## config.mk

```make
export PLATFORM = sky130hd
export DESIGN_NAME = restoring_divider
export DESIGN_NICKNAME = d
export VERILOG_FILES = /design/src/rtl/restoring_divider_pkg.sv /design/src/rtl/restoring_divider_sub_cout.sv /design/src/rtl/restoring_divider.sv
export SDC_FILE = /design/constraint.sdc
export NUM_CORES = 1
export LEC_CHECK = 0
export ABC_AREA = 1
export CORE_MARGIN = 3
export CORE_UTILIZATION = 50
export CTS_CLUSTER_DIAMETER = 200
export DETAILED_ROUTE_END_ITERATION = 8
export PLACE_DENSITY = 0.78
export SKIP_CTS_REPAIR_TIMING = 1
export SYNTH_ARGS = -nofsm -noshare
export SYNTH_HDL_FRONTEND = slang
export SYNTH_SLANG_ARGS = --single-unit
```

## constraint.sdc

```tcl
create_clock -name CLK -period 2.4 [get_ports CLK]
set_input_delay 0.48 -clock CLK [delete_from_list [all_inputs] [get_ports CLK]]
set_output_delay 0.48 -clock CLK [all_outputs]
set_load 0.01 [all_outputs]
```

## src/rtl/restoring_divider_pkg.sv

```systemverilog
// Shared definitions for the restoring divider: FSM state encoding and default operand width.
package restoring_divider_pkg;

  localparam int DEFAULT_WIDTH = 4;

  typedef enum logic [1:0] {
    IDLE = 2'd0,
    BUSY = 2'd1,
    DONE = 2'd2
  } state_t;

endpackage

```

## src/rtl/restoring_divider_sub_cout.sv

```systemverilog
// Trial subtractor: A - B computed as A + ~B + 1; COUT=1 means A >= B (no borrow).
module sub_cout #(
  parameter int W = 5
) (
  input  logic [W-1:0] A,
  input  logic [W-1:0] B,
  output logic [W-1:0] O,
  output logic         COUT
);

  logic [W:0] sum;

  assign sum       = {1'b0, A} + {1'b0, ~B} + (W+1)'(1);
  assign O         = sum[W-1:0];
  assign COUT      = sum[W];

endmodule

```

## src/rtl/restoring_divider.sv

```systemverilog
// Sequential restoring divider: one quotient bit per BUSY cycle, valid/ready on both sides.
module restoring_divider
  import restoring_divider_pkg::*;
#(
  parameter int WIDTH = DEFAULT_WIDTH
) (
  input  logic             CLK,
  input  logic             ASYNCRESET,
  input  logic             I_VALID,
  output logic             I_READY,
  input  logic [WIDTH-1:0] DIVIDEND,
  input  logic [WIDTH-1:0] DIVISOR,
  output logic             O_VALID,
  input  logic             O_READY,
  output logic [WIDTH-1:0] QUOTIENT,
  output logic [WIDTH-1:0] REMAINDER,
  output logic             DIV_BY_ZERO
);

  localparam int CW = $clog2(WIDTH + 1);
  localparam logic [CW-1:0] LAST = CW'(WIDTH - 1);

  state_t           state_reg, state_next;
  logic [WIDTH-1:0] rem_reg, rem_next;
  logic [WIDTH-1:0] quo_reg, quo_next;
  logic [WIDTH-1:0] dsr_reg, dsr_next;
  logic [CW-1:0]    cnt_reg, cnt_next;
  logic             dbz_reg, dbz_next;

  logic [WIDTH:0]   trial_a;
  logic [WIDTH:0]   trial_diff;
  logic             trial_cout;
  logic             no_borrow;

  // quo_reg doubles as the dividend shift register; its MSB feeds the remainder each step
  assign trial_a = {rem_reg, quo_reg[WIDTH-1]};

  sub_cout #(
    .W (WIDTH + 1)
  ) u_sub (
    .A    (trial_a),
    .B    ({1'b0, dsr_reg}),
    .O    (trial_diff),
    .COUT (trial_cout)
  );

  // A successful difference always fits in WIDTH bits, so its top bit is zero whenever COUT=1
  assign no_borrow = trial_cout & ~trial_diff[WIDTH];

  always_ff @(posedge CLK or posedge ASYNCRESET) begin
    if (ASYNCRESET) begin
      state_reg <= IDLE;
      rem_reg   <= '0;
      quo_reg   <= '0;
      dsr_reg   <= '0;
      cnt_reg   <= '0;
      dbz_reg   <= 1'b0;
    end else begin
      state_reg <= state_next;
      rem_reg   <= rem_next;
      quo_reg   <= quo_next;
      dsr_reg   <= dsr_next;
      cnt_reg   <= cnt_next;
      dbz_reg   <= dbz_next;
    end
  end

  always_comb begin
    state_next = state_reg;
    rem_next   = rem_reg;
    quo_next   = quo_reg;
    dsr_next   = dsr_reg;
    cnt_next   = cnt_reg;
    dbz_next   = dbz_reg;
    case (state_reg)
      IDLE: begin
        if (I_VALID) begin
          quo_next   = DIVIDEND;
          dsr_next   = DIVISOR;
          rem_next   = '0;
          cnt_next   = '0;
          dbz_next   = (DIVISOR == '0);
          state_next = BUSY;
        end
      end
      BUSY: begin
        rem_next = no_borrow ? trial_diff[WIDTH-1:0] : trial_a[WIDTH-1:0];
        quo_next = {quo_reg[WIDTH-2:0], no_borrow};
        if (cnt_reg == LAST) begin
          cnt_next   = '0;
          state_next = DONE;
        end else begin
          cnt_next = cnt_reg + CW'(1);
        end
      end
      DONE: begin
        if (O_READY) state_next = IDLE;
      end
      default: state_next = IDLE;
    endcase
  end

  assign I_READY     = (state_reg == IDLE);
  assign O_VALID     = (state_reg == DONE);
  assign QUOTIENT    = quo_reg;
  assign REMAINDER   = rem_reg;
  assign DIV_BY_ZERO = dbz_reg;

endmodule

```

== Word-level counts from Yosys, hierarchy flattened ==
Cells that the tools add are included.
Operators by class
  add/sub/neg operators: 3
  multiply operators: 0
  div/mod/pow operators: 0
  $lt $le $gt $ge: 0
  eq/ne operators: 6
  shift-type cells: 0
  multiplexer cells: 12
  bitwise operators: 3
  reduce and logical (&&, ||, !) cells: 6
Operator list (count)
  $pmux W4 S2: 2
  $mux W4: 3
  $add A5 B5 Y6: 1
  $add A6 B1 Y6 const B: 1
  $mux W2: 3
  $mux W3: 2
  $pmux W2 S3: 1
  $pmux W3 S2: 1
  $not A4 Y5: 1
  $logic_not A4 Y1: 1
  $ne A2 B2 Y1 const B: 2
  $reduce_and A2 Y1: 2
  $add A3 B1 Y3 const B: 1
  $eq A3 B2 Y1 const B: 1
  $reduce_and A3 Y1: 1
  $eq A2 B1 Y1 const B: 1
  $eq A2 B2 Y1 const B: 1
  $logic_not A2 Y1: 1
  $ne A2 B1 Y1 const B: 1
  $reduce_bool A2 Y1: 1
  $and A1 B1 Y1: 1
  $not A1 Y1: 1
Word-level totals
  flip-flop bits (word level): 18
  latch bits: 0
  RAM bits: 0
  ROM bits: 0
  bits of input ports: 12
  memories: 0

== Longest topological paths before layout ==
  word-level depth: 7
  depth in mapped cells: 12
  depth with buffers taken out: 12

== By module ==
From an unflattened synthesis, not the netlist that was laid out.
Second synthesis, totals
  cells, all modules: 149
  area, all modules: 1088.5 µm²
By module, submodules not included
  restoring_divider: instances 1, cells each 112, area each 873.3 µm², seq. area each 450.4 µm²
  sub_cout: instances 1, cells each 37, area each 215.2 µm², seq. area each 0.0 µm²

== Least setup slack after synthesis ==
No wires, ideal clock.
  kind: reg-to-reg
  start point: register quo_reg[3], in the netlist QUOTIENT[3]
  end point: register rem_reg[2], in the netlist REMAINDER[2]
  library setup time: 0.117 ns
  data arrival time: 1.636 ns
  required time: 2.283 ns
  setup slack: 0.646 ns
  cell stages (with the launch flop): 13
  period minus slack after synthesis: 1.754 ns
  cells stage by stage: dfrtp_1 inv_1 ha_1 inv_1 fa_1 nand2_1 nand2_1 nand3_2 nand2_1 inv_2 nand3_1 nand3_1 nand2_1
On the way
  word-level cells in the longest chain between the ends: 6
RTL lines
  from (decl): RTL line restoring_divider.sv:25  | logic [WIDTH-1:0] quo_reg, quo_next;
  from (signal assigned): RTL line restoring_divider.sv:61  | quo_reg <= quo_next;
  $add A5 B5 Y6 *: RTL line restoring_divider_sub_cout.sv:13  | assign sum = {1'b0, A} + {1'b0, ~B} + (W+1)'(1);
  $add A6 B1 Y6 *: RTL line restoring_divider_sub_cout.sv:13
  $not A1 Y1: RTL line restoring_divider.sv:48  | assign no_borrow = trial_cout & ~trial_diff[WIDTH];
  $and A1 B1 Y1: RTL line restoring_divider.sv:48
  $mux W4 *: RTL line restoring_divider.sv:87  | rem_next = no_borrow ? trial_diff[WIDTH-1:0] : trial_a[WIDTH-1:0];
  $pmux W4 S2 *: RTL line restoring_divider.sv:75  | case (state_reg)
  to (signal assigned): RTL line restoring_divider.sv:60  | rem_reg <= rem_next;
  to (decl): RTL line restoring_divider.sv:24  | logic [WIDTH-1:0] rem_reg, rem_next;
Every way passes the cells marked *; elsewhere a longest branch is shown, timed or not.
A chain may end at the register's enable or synchronous reset.

== Worst setup path in the final report ==
  start point: register state_reg[1]
  end point: output port I_READY
On the way
  word-level cells in the longest chain between the ends: 1
RTL lines
  from (decl): RTL line restoring_divider.sv:23  | state_t state_reg, state_next;
  from (signal assigned): RTL line restoring_divider.sv:59  | state_reg <= state_next;
  $logic_not A2 Y1: RTL line restoring_divider.sv:103  | assign I_READY = (state_reg == IDLE);
  to (decl): RTL line restoring_divider.sv:10  | output logic I_READY,
No other way between the ends.

==> metrics.csv <==
metric,value,unit
yosysTopAreaCell,sky130_fd_sc_hd__dfrtp_1,
grt_first_pass_wirelength,3820,µm
finalWorstSetupSlack,0.436,ns
fmax,509,MHz
pwr_density_cell,1580,nW/µm²
finalClockSkew,0.00430,ns
clock_sink_count,18,
ys_top_cells_by_area,"sky130_fd_sc_hd__dfrtp_1 (40%), sky130_fd_sc_hd__nand2_1 (11%), sky130_fd_sc_hd__inv_1 (8.0%)",
nNetsFinal,175,
total_leakage_power,0.000707,µW
drc_errors,0,
netlist_area,1130,µm²
reg2regPathDepth,12,
critical_path_class,flop to primary output,
post-route-period-util,81.8,%
timing.critical_path.slowest_cell_delay,0.56,ns
drt-initial-drc-count,13,
num_vias,919,
floorplan.core_area,2040,µm²
x_dimension_of_the_die,53.5,µm
n_diodes,0,
synthTopCellsByCount,"sky130_fd_sc_hd__nand2_1 (32), sky130_fd_sc_hd__inv_1 (24), sky130_fd_sc_hd__dfrtp_1 (18)",
synth_cells,132,
maxSlewViolCount,0,
grt_start_max_net_pins,19,
count_of_maximum_capacitance_violations,0,
critPathRequiredTime,1.92,ns
cts_inserted_buffers,3,
areaGrowthSynthToFinish,24.1,%
cts_tree,yes,
routedWlPerCell,12.4,µm
post_drt_via_cell_ratio,5.02,
final-hold-violation-count,0,
post_synth_num_cell_types,29,
floorplan.rows,16,
globalRouteTotalUtil,19.0,%
synth-async-reset-ratio,100,%
timing.slew.headroom,54.5,%
grt_setup_unrepaired,no,
floorplan.initialDensity,55.1,%
tightestPinTransition,0.682,ns
grt-ovfl-total,0,
number_of_antenna_violations_at_the_first_check_in_global_routing,0,
yosys_most_used_dff,sky130_fd_sc_hd__dfrtp_1,
critPathTopFamily,buffers and inverters,
routed_wl,2260,µm
synth_fp_nets,150,
multi_input_comb_area,546,µm²
critPathMaxFanout,3,
crit_path_start_kind,flop,
synth_enable_flop_cells,0,
max-clock-path-buffers,2,
cp_cell_sequence,nor2_2 -> clkdlybuf4s50_1,
place.port_buffers,22,
yosys_register_bits,18,
antenna_left,0,
timing.final.setup_violations,0,
nFillCells,177,
holdCritPathClass,flop to flop,
die-height,53.5,µm
regToRegSetupSlack,0.55,ns
finalWeightedCongestion,0.769,
cts-root-buf,sky130_fd_sc_hd__clkbuf_4,
seqCellArea,450,µm²
timing.critical_path.buf_inv,1,
regToRegStartpoint,QUOTIENT[3],
cp_slowest_cell,sky130_fd_sc_hd__clkdlybuf4s50_1,
crit_arrival,1.48,ns
tns,0,ns
hold-path-endpoint,cnt_reg[0],
htreeDepth,1,
peakVddDrop,925,µV
synth_seq_area_share,40.0,%
dp.final_hpwl,1790,µm
yosysMostFrequentCell,sky130_fd_sc_hd__nand2_1,
status,finished clean,
synth_top_area_share,40.0,%
final.min_clock_period,1.96,ns
clk_transition_reported_paths,0.10,ns
place_worst_setup_slack,0.558,ns
mean_post_synth_cell_area,8.53,µm²
min_path_cells,1,
hold_start,cnt_reg[0],
reg2reg_to,REMAINDER[1],
first_global_vias,895,
boundaryPins,23,
synth_warnings,0,
die_area,2860,µm²
clock_latency_of_the_later_clocked_register_in_the_worst_skew_pair,0.29,ns
worstSetupEndpointType,primary output,
layout-drive-gt1-share,16.0,%
firstDrtPassIters,4,
## how the worst max path moves through the flow
stage / from / to / slack [ns] / cells after the start
5_1_grt: state_reg[0] / O_VALID / 0.34 / 4
4_1_cts: state_reg[1] / I_READY / 0.42 / 2
3_5_place_dp: QUOTIENT[3] / REMAINDER[1] / 0.56 / 12
2_1_floorplan: QUOTIENT[3] / REMAINDER[2] / 0.65 / 12
3_3_place_gp: QUOTIENT[3] / REMAINDER[2] / 0.61 / 12
6_report: state_reg[1] / I_READY / 0.44 / 2
## worst reg2reg max path, stage by stage (launching register included)
cell                      delay, ns
sky130_fd_sc_hd__dfrtp_1       0.39
sky130_fd_sc_hd__inv_1         0.12
sky130_fd_sc_hd__ha_1          0.16
sky130_fd_sc_hd__inv_1         0.07
sky130_fd_sc_hd__fa_1          0.42
sky130_fd_sc_hd__nand2_1       0.09
sky130_fd_sc_hd__nand2_1       0.06
sky130_fd_sc_hd__nand3_2       0.09
sky130_fd_sc_hd__nand2_1       0.07
sky130_fd_sc_hd__inv_2         0.07
sky130_fd_sc_hd__nand3_1       0.07
sky130_fd_sc_hd__nand3_1       0.09
sky130_fd_sc_hd__nand2_1       0.05
## cells in the final DEF (no fill, tap or decap), types with 3 or more instances in the layout
master,n
sky130_fd_sc_hd__a221oi_2,3
sky130_fd_sc_hd__clkbuf_4,3
sky130_fd_sc_hd__clkdlybuf4s50_1,22
sky130_fd_sc_hd__dfrtp_1,18
sky130_fd_sc_hd__ha_1,5
sky130_fd_sc_hd__inv_1,24
sky130_fd_sc_hd__inv_2,4
sky130_fd_sc_hd__nand2_1,32
sky130_fd_sc_hd__nand3_1,12
sky130_fd_sc_hd__nand3_2,3
sky130_fd_sc_hd__o21ai_1,6
## layout make-up
class	instances	share of cell area [%]
Sequential cell	18	32.2
Inverter	29	7.97
Clock buffer	4	2.60
Timing Repair Buffer	22	15.8
Tap cell	27	2.42
Multi-Input combinational cell	83	39.0
## power by group
group / internal (µW) / leakage [µW] / total, µW / switching, µW
Sequential: 447 / 0.000220 / 562 / 115
Clock: 92.5 / 0.0000210 / 185 / 92.7
Combinational: 612 / 0.000466 / 1460 / 849
## cells by family (layout without fill, tap and decap cells)
family | Yosys count | count (layout) | share of synthesized area (%)
DFF | 18 | 18 | 40.0
and+or+nand+nor | 61 | 61 | 29.9
buffers and inverters | 31 | 55 | 11.6
adders and majority gates | 6 | 6 | 7.33
xor gates and xnor gates | 1 | 1 | 0.778
AOI/OAI and AO/OA | 15 | 15 | 10.4
## per-layer routing
layer	share of wire [%]	vias to the layer above	wire length [µm]	global-route usage (%)
li1	-	464	-	-
met1	45	427	1010	21.7
met2	49	26	1120	33.3
met3	5.1	2	115	5.92
met4	0.84	0	19	5.53
met5	0	-	0	0
## per-stage QoR
stage | util, % | hold WS, ns | total power, µW | instance area [µm²] | cells
floorplan | - | 0.419 | 1650 | 1130 | 132
global placement | 66.7 | 0.468 | 1980 | 1360 | 179
detailed placement | 66.7 | 0.474 | 2040 | 1360 | 179
CTS | 68.4 | 0.488 | 2230 | 1400 | 183
global route | 68.4 | 0.513 | 2430 | 1400 | 183
finish | 68.4 | 0.483 | 2210 | 1400 | 183
No activity file was read; power rests on OpenSTA's default activity.
